--- src/rtl/uart_word_rx.sv ---
// Oversampling 8N1 UART receiver that pairs bytes (high byte first) into 16-bit words.
// Runs on the system clock with an integer bit-period counter and an inter-byte timeout.
module uart_word_rx #(
  parameter int CLKS_PER_BIT = 434,
  parameter int TIMEOUT_CLKS = 10 * CLKS_PER_BIT * 4
) (
  input  logic        clk,
  input  logic        rst_n,
  input  logic        rx,
  output logic [15:0] data,
  output logic        valid,
  output logic        frame_err,
  output logic        busy
);

  localparam int CW = $clog2(CLKS_PER_BIT);
  localparam int TW = $clog2(TIMEOUT_CLKS + 1);
  localparam logic [CW-1:0] BIT_LAST  = CW'(CLKS_PER_BIT - 1);
  localparam logic [CW-1:0] HALF_LAST = CW'(CLKS_PER_BIT / 2 - 1);
  localparam logic [TW-1:0] T_LIMIT   = TW'(TIMEOUT_CLKS);

  typedef enum logic [2:0] {IDLE, START, DATA, STOP, WAIT_HIGH} state_t;

  state_t          state, state_n;
  logic            rx_meta, rxs, rxs_prev, primed, armed, fall;
  logic [CW-1:0]   cnt, cnt_n;
  logic [2:0]      bit_idx, bit_n;
  logic [7:0]      shift, shift_n, hi, hi_n;
  logic            byte_idx, bidx_n;
  logic [TW-1:0]   tcnt, tcnt_n;
  logic [15:0]     data_n;
  logic            valid_n, ferr_n;

  // armed only rises once the line has really been seen high after reset, so the
  // synchronizer's preset 1 cannot fake a falling edge on a line held low at release.
  always_ff @(posedge clk or negedge rst_n) begin
    if (!rst_n) begin
      rx_meta  <= 1'b1;
      rxs      <= 1'b1;
      rxs_prev <= 1'b1;
      primed   <= 1'b0;
      armed    <= 1'b0;
    end else begin
      rx_meta  <= rx;
      rxs      <= rx_meta;
      rxs_prev <= rxs;
      primed   <= 1'b1;
      armed    <= armed | (primed & rx_meta);
    end
  end

  assign fall = armed & rxs_prev & ~rxs;
  assign busy = (state != IDLE) | byte_idx;

  always_ff @(posedge clk or negedge rst_n) begin
    if (!rst_n) begin
      state     <= IDLE;
      cnt       <= '0;
      bit_idx   <= '0;
      shift     <= '0;
      hi        <= '0;
      byte_idx  <= 1'b0;
      tcnt      <= '0;
      data      <= '0;
      valid     <= 1'b0;
      frame_err <= 1'b0;
    end else begin
      state     <= state_n;
      cnt       <= cnt_n;
      bit_idx   <= bit_n;
      shift     <= shift_n;
      hi        <= hi_n;
      byte_idx  <= bidx_n;
      tcnt      <= tcnt_n;
      data      <= data_n;
      valid     <= valid_n;
      frame_err <= ferr_n;
    end
  end

  always_comb begin
    state_n = state;
    cnt_n   = cnt;
    bit_n   = bit_idx;
    shift_n = shift;
    hi_n    = hi;
    bidx_n  = byte_idx;
    tcnt_n  = tcnt;
    data_n  = data;
    valid_n = 1'b0;
    ferr_n  = 1'b0;
    case (state)
      IDLE: begin
        // A start edge takes priority over an expiring timeout and keeps the partial word.
        if (fall) begin
          state_n = START;
          cnt_n   = '0;
          tcnt_n  = '0;
        end else if (byte_idx) begin
          if (tcnt == T_LIMIT) begin
            bidx_n = 1'b0;
            tcnt_n = '0;
          end else begin
            tcnt_n = tcnt + 1'b1;
          end
        end
      end
      START: begin
        if (cnt == HALF_LAST) begin
          cnt_n   = '0;
          bit_n   = '0;
          state_n = rxs ? IDLE : DATA;
        end else begin
          cnt_n = cnt + 1'b1;
        end
      end
      DATA: begin
        if (cnt == BIT_LAST) begin
          cnt_n   = '0;
          shift_n = {rxs, shift[7:1]};
          bit_n   = bit_idx + 3'd1;
          if (bit_idx == 3'd7) state_n = STOP;
        end else begin
          cnt_n = cnt + 1'b1;
        end
      end
      STOP: begin
        if (cnt == BIT_LAST) begin
          cnt_n = '0;
          if (rxs) begin
            state_n = IDLE;
            if (!byte_idx) begin
              hi_n   = shift;
              bidx_n = 1'b1;
              tcnt_n = '0;
            end else begin
              data_n  = {hi, shift};
              valid_n = 1'b1;
              bidx_n  = 1'b0;
            end
          end else begin
            ferr_n  = 1'b1;
            bidx_n  = 1'b0;
            state_n = WAIT_HIGH;
          end
        end else begin
          cnt_n = cnt + 1'b1;
        end
      end
      WAIT_HIGH: begin
        if (rxs) state_n = IDLE;
      end
      default: state_n = IDLE;
    endcase
  end

endmodule

--- config.mk ---
export PLATFORM = sky130hd
export DESIGN_NAME = uart_word_rx
export DESIGN_NICKNAME = d
export VERILOG_FILES = /design/src/rtl/uart_word_rx.sv
export SDC_FILE = /design/constraint.sdc
export NUM_CORES = 1
export LEC_CHECK = 0
export ABC_AREA = 1
export CAP_MARGIN = 25
export CORE_MARGIN = 4
export CORE_UTILIZATION = 58
export CTS_CLUSTER_DIAMETER = 40
export DETAILED_ROUTE_END_ITERATION = 10
export PLACE_DENSITY = 0.78
export SLEW_MARGIN = 20
export SYNTH_ARGS = -nofsm -noshare
export SYNTH_HDL_FRONTEND = slang
export SYNTH_SLANG_ARGS = --single-unit
export TNS_END_PERCENT = 5
--- constraint.sdc ---
create_clock -name clk -period 2.15 [get_ports clk]
set_clock_uncertainty 0.2 [all_clocks]
set_input_delay 0.3225 -clock clk [delete_from_list [all_inputs] [get_ports clk]]
set_output_delay 0.3225 -clock clk [all_outputs]
set_load 0.02 [all_outputs]
==> out/summary.txt <==
Longest Clk Path Bufs: 2
Crit. Startpoint: state[2]
DP Area: 0.00384 mm²
core footprint: 0.00592 mm²
drt drc: 0
Final Util: 0.683
synthesis-stage register bit count: 70
Setup TNS: 0 ns
Seq/Total Area, Yosys: 0.498
top_reg_cell synth: dfrtp_1
r2r startpoint: cnt[1]
Worst Hold Class: reg -> reg
Layout area overhead: 14.6%
Via density: 5.16
grt total ovfl: 0
Cell Area, Synth: 0.00353 mm²
Post-synth EDFFs: 0
Reg power frac: 0.436
Hold Startpoint: rx_meta
final setup fails: 0
Hold Path Cell Cnt: 0
CP Max Fanout: 7
Top Family by Delay on Critical Path: flip-flops
post-synthesis instance total: 450
leading cell type in the layout, fill and taps excluded: nand2_1
num ports: 22
vias in the first global route: 2728
die extent in y: 86.0 µm
antenna viol nets, final: 0
Worst-Skew Late Latency: 0.35 ns
Psw: 1360 µW
Synth Warn #: 0
Final Non-Filler Cells: 560
Int Pwr: 2160 µW
cell count after placement: 543
design area: 0.00404 mm²
DIE AREA: 0.00740 mm²
combinational share of power: 0.273
Clock transition at path regs: 0.08 ns
outcome: completed
ANT cells: 0
CTS Buf Count: 9
Pre-antenna DRT Iters: 4
Worst setup SP type: register
via count: 2891
worst vdd ir: 0.000599 V
routability cong.: 0.969
root buffer cell: clkbuf_8
wire length per cell: 12.8 µm
Distinct cells, synth: 30
WL final: 7170 µm
H-tree level count: 3
FF-to-FF setup slack: 0.24 ns
largest net degree at the start of global routing: 71
port buffer count: 21
cell leakage power: 0.00199 µW
hold endpoint: rxs
most frequent cells in the layout: nand2_1 (165), dfrtp_1 (65), inv_1 (49)
FP Rows: 28
element type at the critical path end: output pin
cells along the critical path: nor2_4 -> nand2_4 -> inv_1 -> nand2_1 -> dlygate4sd2_1
syn avg cell area: 7.84 µm²
fin crit share: 0.957
fin nets: 490
first-pass GRT wire length: 12700 µm
Critical Path Max Stage Delay: 0.49 ns
total clock sinks: 70
syn nets: 460
f_max: 486 MHz
initial antenna violation count: 0
power share of the clock group: 0.291
Async SR Flop Fraction: 1.00
min cycle time layout: 2.06 ns
Initial Utilization: 0.596
data required time of the worst path: 1.63 ns
cell count of the worst reg-to-reg path: 11
CP max-delay cell: dfrtp_2
CTS tree: yes
critical path class: reg -> out
initial DRC count: 214
PwrDens: 870 mW/mm²
GR Util All Layers: 0.216
unrepaired setup endpoints after global routing: no
Sw Share: 0.385
RR Endpoint: tcnt[9]
DP HPWL: 5030 µm
MaxCap Viol Count: 0
share of layout cells above drive strength 1: 0.101
fin. max-slew vios: 0
Buf+Inv Stages, Crit Path: 2
Fin. Hold Viols: 0
CP arrival: 1.54 ns
die width: 86.0 µm
-- timing repair --
action	in CTS	in global routing
hold endpoints to repair	67	0
hold buffers	1	0
endpoints found under the setup margin	1	1
gates resized for setup	3	1
cloned	0	0
buffers inserted	0	0
-- power groups by stage --
stage / clock, µW / sequential [µW] / combinational [µW]
2_1_floorplan: 0 / 1520 / 787
3_3_place_gp: 0 / 1550 / 932
3_5_place_dp: 0 / 1550 / 963
4_1_cts: 1030 / 1530 / 965
5_1_grt: 1100 / 1550 / 1110
6_report: 1020 / 1530 / 960
-- cell type report --
cell class,count,area (µm²)
clock buffers,9,124
clock inverters,7,63.8
multi-input cells,321,1540
repair buffers,27,277
well taps,75,93.8
inverters,51,191
fillers,483,1880
flip-flops and latches,70,1760
-- worst reg2reg max path: stages, from the launching register on --
cell	delay, ns
dfrtp_1	0.40
inv_1	0.09
ha_1	0.14
nand2_1	0.05
nor2_1	0.16
nand2_2	0.12
nand2_2	0.09
inv_2	0.05
nor2_4	0.28
nand2_1	0.11
nand2_1	0.08
inv_1	0.04
-- cells by family (layout without fill, tap and decap cells) --
logic type | Yosys count | in the layout | synth area share
buffers and inverters | 59 | 94 | 0.0695
other | 1 | 1 | 0.00106
XOR/XNOR | 6 | 6 | 0.0149
flip-flops | 70 | 70 | 0.498
AND/OR/NAND/NOR | 262 | 262 | 0.322
AO/OA/AOI/OAI | 45 | 45 | 0.0702
adder cells (fa/ha/maj) | 7 | 7 | 0.0248
-- Yosys cell counts, types with 3 or more instances --
cell	number	area, µm²
inv_1	49	184
nand3_1	34	170
dfstp_2	3	78.8
buf_2	4	20.0
nand2_1	165	619
xor2_1	4	35.0
ha_1	7	87.6
nor2_1	35	131
nand4_1	7	43.8
nor2_2	5	31.3
dfrtp_1	67	1680
o21ai_1	10	50.1
o21ai_0	23	115
nor2_4	5	56.3
a21oi_1	6	30.0
nand2_2	5	31.3
-- flip-flops by register name, indices dropped and copies added, names as in the netlist, 3 cells and up --
signal / count
data: 16
tcnt: 15
bit_idx: 3
state: 3
cnt: 9
shift: 8
hi: 8
-- metrics by stage --
step           hold WS [ns]  setup WS (ns)  total power, µW
6_report              0.169         0.0915             3520
4_1_cts               0.170         0.0899             3530
5_1_grt               0.174         0.0116             3760
3_5_place_dp          0.158          0.193             2520
2_1_floorplan        -0.173          0.417             2300
3_3_place_gp          0.156          0.229             2480
-- worst max-delay path by stage --
stage                         end  slack [ns]  depth (start not counted)
after floorplan           data[4]        0.42                         10
after global placement       busy        0.23                          5
after detailed placement     busy        0.19                          5
after CTS                    busy        0.09                          5
after global routing         busy        0.01                          5
final                        busy        0.09                          5
-- layer usage --
layer / GRT usage / part of all wire / wire length, µm / up-vias
li1: - / - / - / 1476
met1: 0.299 / 0.47 / 3380 / 1373
met2: 0.350 / 0.49 / 3500 / 33
met3: 0.0375 / 0.027 / 194 / 9
met4: 0.0604 / 0.013 / 91 / 0
met5: 0 / 0 / 0 / -
(Power assumes the default switching activity.)
